### config.mk
export PLATFORM = sky130hd
export DESIGN_NAME = snitch_icache_perf_counters
export DESIGN_NICKNAME = d
export VERILOG_FILES = /design/src/rtl/snitch_icache_perf_counters.sv
export SDC_FILE = /design/constraint.sdc
export NUM_CORES = 2
export LEC_CHECK = 0
export CELL_PAD_IN_SITES_DETAIL_PLACEMENT = 2
export CELL_PAD_IN_SITES_GLOBAL_PLACEMENT = 2
export CORE_MARGIN = 2
export CORE_UTILIZATION = 44
export DETAILED_ROUTE_END_ITERATION = 12
export GPL_TIMING_DRIVEN = 1
export PLACE_DENSITY_LB_ADDON = 0.1
export SYNTH_ARGS = -nofsm -noshare
export SYNTH_HDL_FRONTEND = slang
export SYNTH_SLANG_ARGS = --single-unit
### constraint.sdc
create_clock -name clk_i -period 4.8 [get_ports clk_i]
set_input_delay 0.96 -clock clk_i [delete_from_list [all_inputs] [get_ports clk_i]]
set_output_delay 0.96 -clock clk_i [all_outputs]
set_load 0.05 [all_outputs]
### src/rtl/snitch_icache_perf_counters.sv
// Instruction-cache performance counters: one registered event stage feeding one
// saturating counter per event bit, read (or read-and-cleared) over a req/rsp handshake.
package snitch_icache_pkg;
  typedef struct packed {
    logic l0_stall;
    logic l0_double_hit;
    logic l0_prefetch;
    logic l0_hit;
    logic l0_miss;
  } icache_l0_events_t;

  typedef struct packed {
    logic l1_handler_stall;
    logic l1_stall;
    logic l1_hit;
    logic l1_miss;
  } icache_l1_events_t;
endpackage

module snitch_icache_perf_counters
  import snitch_icache_pkg::*;
#(
  parameter int unsigned NR_FETCH_PORTS = 4,
  parameter int unsigned COUNTER_WIDTH  = 32,
  localparam int unsigned NUM_CNT = 5 * NR_FETCH_PORTS + 4,
  localparam int unsigned AW      = $clog2(NUM_CNT)
) (
  input  logic                                   clk_i,
  input  logic                                   rst_ni,
  input  icache_l0_events_t [NR_FETCH_PORTS-1:0] l0_events_i,
  input  icache_l1_events_t                      l1_events_i,
  input  logic                                   enable_i,
  input  logic                                   clear_i,
  input  logic                                   req_valid_i,
  output logic                                   req_ready_o,
  input  logic [AW-1:0]                          req_addr_i,
  input  logic                                   req_clear_i,
  output logic                                   rsp_valid_o,
  input  logic                                   rsp_ready_i,
  output logic [31:0]                            rsp_data_o
);

  logic [NUM_CNT-1:0]       ev_flat;
  logic [NUM_CNT-1:0]       ev_d, ev_q;
  logic [COUNTER_WIDTH-1:0] cnt_d [NUM_CNT];
  logic [COUNTER_WIDTH-1:0] cnt_q [NUM_CNT];
  logic                     rsp_valid_d, rsp_valid_q;
  logic [31:0]              rsp_data_d, rsp_data_q;
  logic                     rd_accept;
  logic                     rd_in_range;
  logic [31:0]              rd_idx;

  // Packed concatenation puts port p, field k at bit p*5+k and L1 fields above all ports.
  assign ev_flat = {l1_events_i, l0_events_i};

  assign req_ready_o = !rsp_valid_q || rsp_ready_i;
  assign rsp_valid_o = rsp_valid_q;
  assign rsp_data_o  = rsp_data_q;

  assign rd_accept   = req_valid_i && req_ready_o;
  assign rd_idx      = 32'(req_addr_i);
  assign rd_in_range = rd_idx < NUM_CNT;

  always_comb begin
    ev_d = '0;
    if (!clear_i && enable_i) begin
      ev_d = ev_flat;
    end
  end

  always_comb begin
    for (int unsigned i = 0; i < NUM_CNT; i++) begin
      cnt_d[i] = cnt_q[i];
      if (ev_q[i] && (cnt_q[i] != '1)) begin
        cnt_d[i] = cnt_q[i] + COUNTER_WIDTH'(1);
      end
      // Read-and-clear restarts from this cycle's pending event so it is not lost.
      if (rd_accept && req_clear_i && (rd_idx == i)) begin
        cnt_d[i] = COUNTER_WIDTH'(ev_q[i]);
      end
      if (clear_i) begin
        cnt_d[i] = '0;
      end
    end
  end

  always_comb begin
    rsp_valid_d = rsp_valid_q;
    rsp_data_d  = rsp_data_q;
    if (rd_accept) begin
      rsp_valid_d = 1'b1;
      rsp_data_d  = '0;
      if (rd_in_range) begin
        rsp_data_d[COUNTER_WIDTH-1:0] = cnt_q[req_addr_i];
      end
    end else if (rsp_ready_i) begin
      rsp_valid_d = 1'b0;
    end
  end

  always_ff @(posedge clk_i or negedge rst_ni) begin
    if (!rst_ni) begin
      ev_q        <= '0;
      rsp_valid_q <= 1'b0;
      rsp_data_q  <= '0;
      for (int unsigned i = 0; i < NUM_CNT; i++) begin
        cnt_q[i] <= '0;
      end
    end else begin
      ev_q        <= ev_d;
      rsp_valid_q <= rsp_valid_d;
      rsp_data_q  <= rsp_data_d;
      for (int unsigned i = 0; i < NUM_CNT; i++) begin
        cnt_q[i] <= cnt_d[i];
      end
    end
  end

endmodule

Word level (Yosys, flattened, before mapping)
Index checks and enable logic that the tools add are counted.
- logic and storage cells: 260
- output and inout bits: 34
- input port bits: 36
- flip-flop bits (word level): 825
- bitwise operators: 1
- eq/ne operators: 47
- reductions and logical operators: 80
- magnitude comparators: 2
- mux-type cells: 79
- add/subtract/negate cells: 24
- operator list (cell ; number):
    $mux W32 ; 75
    $add A32 B1 Y32 const B ; 24
    $ne A32 B32 Y1 const B ; 24
    $bmux W32 S5 ; 1
    $reduce_bool A3 Y1 ; 24
    $logic_and A1 B1 Y1 ; 51
    $eq A5 B4 Y1 const B ; 8
    $eq A5 B5 Y1 const B ; 8
    $logic_not A32 Y1 ; 1
    $mux W24 ; 1
    $eq A5 B3 Y1 const B ; 4
    $eq A5 B2 Y1 const B ; 2
    $ge A6 B6 Y1 const B ; 1
    $not A5 Y6 ; 1
    $eq A5 B1 Y1 const B ; 1
    $lt A5 B5 Y1 const B ; 1
    $logic_not A1 Y1 ; 2
    $mux W1 ; 2
    $reduce_bool A2 Y1 ; 1
    $logic_or A1 B1 Y1 ; 1

Longest topological paths before layout
- word-level depth: 7
- gate-level depth with buffers: 10
- gate-level depth less buffers: 6

Least setup slack after synthesis
No wires, ideal clock.
- path type: input-to-reg
- from: in req_addr_i[2]
- to: reg cnt_q[516] (netlist name)
- arrival: 2.799 ns
- buffers on the path: 2
- path slack: 1.869 ns
- required time: 4.668 ns
- stages: 6
- library setup time: 0.132 ns
- path through: clkbuf_1 nor4bb_1 nand3_1 o21ai_1 clkbuf_1 nor2_1
- word-level cells in the longest chain between the ends: 4
- RTL lines (what ; RTL line ; text):
    from (decl) ; 36 ; input logic [AW-1:0] req_addr_i,
    $eq A5 B3 Y1 * ; 78 ; if (rd_accept && req_clear_i && (rd_idx == i)) begin
    $logic_and A1 B1 Y1 * ; 78 ;
    $mux W32 ; 78 ;
    $mux W32 ; 81 ; if (clear_i) begin
    to (signal, indexed assignment) ; 114 ; cnt_q[i] <= cnt_d[i];
    to (decl) ; 46 ; logic [COUNTER_WIDTH-1:0] cnt_q [NUM_CNT];
Mark *: on every way between the ends. The rest lies on a longest branch, timed or not.
A chain may end at the register's enable or synchronous reset.

Worst setup path in the final report
- from: in rsp_ready_i
- to: out req_ready_o
- word-level cells in the longest chain between the ends: 1
- RTL lines (what ; RTL line ; text):
    from (decl) ; 39 ; input logic rsp_ready_i,
    $logic_or A1 B1 Y1 ; 56 ; assign req_ready_o = !rsp_valid_q || rsp_ready_i;
    to (decl) ; 35 ; output logic req_ready_o,
No other way between the ends.

==> results by stage <==
Placement:
- The number of placed cells counting well taps is 6998.
- Prior to clock tree synthesis, the placed netlist has a worst setup slack of 0.8460 ns.
- The congestion estimate from routability-driven global placement came to 1.006.
- The number of buffers inserted by port buffering is 69.
- The HPWL after detailed placement is 160.9 mm.

Clocking:
- The total setup buffers inserted after CTS is 0.
- Counting along the longest clock path gives a buffer depth of 3.
- The hold buffer count at CTS is 0.
- Once the clock tree was built, the resizer swapped 0 gates to a different size.
- TritonCTS built the clock tree.
- In this run, CTS created clock tree buffers numbering 101.
- The number of levels in the clock H-tree is 3.
- After clock tree synthesis, the clock-pin slew on the worst setup and hold paths is 0.05 ns.
- Clock latency on the worst-skew pair, taken at its later pin, is 0.73 ns.
- The number of sinks on the clock net is 825.
- The tree is rooted in a clkbuf_16.

STA:
- The tightest slew margin relative to the limit is 11.39%.
- The final critical path takes up 77.90% of the cycle.
- Setup violations remaining at the end of the flow were counted as 0.
- Setup repair after global routing left no endpoint under its margin.
- The final critical delay including setup and external delays is 3.739 ns.
- The maximum achievable frequency is 267.4 MHz.
- The worst setup slack after layout is 1.061 ns.
- The count of endpoints failing hold in the final timing report is 0.
- The setup skew after layout is 0.01605 ns.
- The transition time at the pin with the least slew margin is 1.326 ns.
- Setup total negative slack on the finished layout was measured at 0 ns.
- The minimum hold slack is 0.2485 ns.
- The max-slew violation count came to 0.

Floorplan:
- The die covers 119000 µm².
- The area of the placeable core is 115700 µm².
- In this run the horizontal extent of the chip is 345.0 µm.
- For this design the top-level I/O count stands at 70.
- The floorplan step set the die height to 345.0 µm.
- The floorplan has 125 rows.
- The starting density of the core is 44.20%.

GRT:
- The via count of the first global-routing pass was 52.52k.
- The pin count of the biggest net entering global routing is 108.
- The total track usage is 37.01%.
- The number of antenna violations at the first check in global routing is 12.
- Summed over all layers, the global routing overflow is 0.
- The first global-routing pass estimated 337.9 mm of wire.

Run:
- Max-cap violations in this run came to 0.

Yosys:
- The post-synthesis cell type with the largest combined area is dfrtp_1.
- The fraction of post-synthesis cell area in the top cell type by area is 40.36%.
- For this run, the number of Yosys warnings is 0.
- The prevailing post-synth register cell is dfrtp_1.
- The synthesized netlist occupies a cell area of 51150 µm².
- Sorting the synthesized cells by area gives the leading types as dfrtp_1 40%, mux4_2 5.5%, a21oi_1 4.6%.
- The net count after synthesis is 5702.
- Sequential elements use 40.36% of the synthesized area.
- The post-synthesis sequential element count is 825.
- In this run, synthesis inferred 0 flip-flops with an integrated enable.
- The cell count after synthesis came out at 5642.
- The count of distinct cell types in the synthesized netlist is 84.
- The async set or reset register ratio after synthesis is 100.0%.
- A synthesized cell averages 9.067 µm².

Route:
- The detailed router finished its first iteration with 4431 violations.
- For this block, the routed nets add up to 221.1 mm of wire.
- The remaining antenna violation count after routing is 0.
- For this run, design rule violations remaining after detail routing come to 0.
- The detailed-router iteration count before antenna repair is 5.
- The routed layout has 50.54k vias.
- After detailed routing, the number of vias per cell comes to 7.033.
- In the final routed layout, each cell accounts on average for 30.77 µm.

Critical path:
- The worst endpoint data arrival time is 2.78 ns.
- The worst setup path is launched from an input pin.
- The worst setup path is captured at an output port.
- The worst setup path is of the in2out kind.
- The register-to-register setup slack is 1.56 ns.
- The worst-path maximum fanout is 10.
- The required arrival time at the worst endpoint is 3.84 ns.

Layout:
- The filler cells instantiated in the layout total 12.18k.
- The total number of nets in the final design is 5638.
- The synthesis-to-layout area growth is 11.36%.
- The finished layout holds 7187 standard cells, fillers aside.
- In the layout the commonest cells are 825 x dfrtp_1, 471 x a21oi_1, 421 x nand2_1, 409 x o21ai_0, 338 x or3_1.
- The fraction of layout cells with a size suffix above 1 is 8.726%.
- The library cell used most frequently in the layout, excluding fill and tap cells, is dfrtp_1.
- Cells fill 49.22% of the core in the end.

Power and ir drop:
- Summed over all cells, the static leakage comes to 20.57 nW.
- The maximum resistive drop on vdd is 0.2517 mV.
- Dividing total power by cell area gives a power density of 288.6 nW/µm².

Hold path:
- The classification of the worst-slack hold path is in2async.

Outcome:
- The run finished with clean final reports.
through the flow:
step | area [µm²] | total power, mW
final | 56970 | 16.44
after global routing | 56960 | 16.86
after CTS | 56950 | 16.52
after detailed placement | 53500 | 8.433
after global placement | 53500 | 8.403
after floorplan | 51150 | 7.794
final timing paths:
path	start	cells after the start	endpoint
max	rsp_ready_i	5	req_ready_o
min	rst_ni	1	cnt_q[215]
max reg2reg	cnt_q[548]	6	cnt_q[544]
min reg2reg	cnt_q[620]	1	cnt_q[620]
max in group asynchronous	rst_ni	2	cnt_q[707]
min in group clk_i	cnt_q[620]	1	cnt_q[620]
metal layers:
metal,vias to the layer above,track usage [%],wire length [µm]
met5,-,0,54
met4,10,16.09,11150
met3,439,7.377,16930
met2,1757,57.30,99890
met1,26670,50.40,93110
li1,21670,-,-
logic make-up (layout without fill, tap and decap cells):
group	after synthesis	count (layout)	share of synthesized area, %
AO/OA/AOI/OAI	1473	1473	17.84
XOR/XNOR	192	192	3.287
adder cells (fa/ha/maj)	24	24	0.5870
buffers and inverters	438	457	3.285
flip-flops	825	825	40.36
multiplexers	256	256	8.155
other	0	2	0
AND/OR/NAND/NOR	2434	2434	26.49
Yosys cell counts, types with 15 or more instances:
master and number:
a2111oi_0 27, a211oi_1 106, a21o_1 15, a21oi_1 471
a221oi_1 32, a22oi_1 32, a311oi_1 15, a31oi_1 40
a41oi_1 43, and2_1 67, and3_1 96, and4_1 116
buf_1 35, buf_2 23, clkbuf_1 288, dfrtp_1 825
ha_1 24, inv_1 88, mux2i_1 128, mux4_2 126
nand2_1 421, nand2b_1 20, nand3_1 294, nand4_1 286
nor2_1 331, nor2b_1 46, nor3_1 91, nor4_1 75
o211ai_1 54, o21ai_0 411, o311ai_0 15, o31ai_1 120
or2_2 20, or3_1 338, or4_1 177, xnor2_1 138
xor2_1 54
worst max-delay path: stages:
cell and delay [ns]:
clkdlybuf4s50_1 0.46, nor2b_1 0.05, buf_4 0.18, inv_2 0.17
clkdlybuf4s50_1 0.95
power breakdown:
| group | leakage (nW) | internal [mW] | switching, mW |
|---|---|---|---|
| registers | 11.4 | 7.02 | 0.160 |
| clock network | 1.72 | 4.76 | 3.33 |
| logic | 7.42 | 0.310 | 0.853 |
area by class of cell:
| type | count | area [µm²] | share of cell area, % |
|---|---|---|---|
| Tap cell | 1524 | 1907 | 3.347 |
| Antenna cell | 2 | 5.005 | 0.008786 |
| Timing Repair Buffer | 180 | 1660 | 2.915 |
| Inverter | 91 | 341.6 | 0.5996 |
| Multi-Input combinational cell | 4379 | 28960 | 50.83 |
| Clock inverter | 33 | 342.8 | 0.6018 |
| Clock buffer | 153 | 3107 | 5.454 |
| Sequential cell | 825 | 20640 | 36.24 |
sequential cells by signal, summed over array words and instances, names as in the netlist:
register / count
ev_q: 24
rsp_valid_o: 1
cnt_q: 768
rsp_data_o: 32
(Power assumes the default switching activity.)
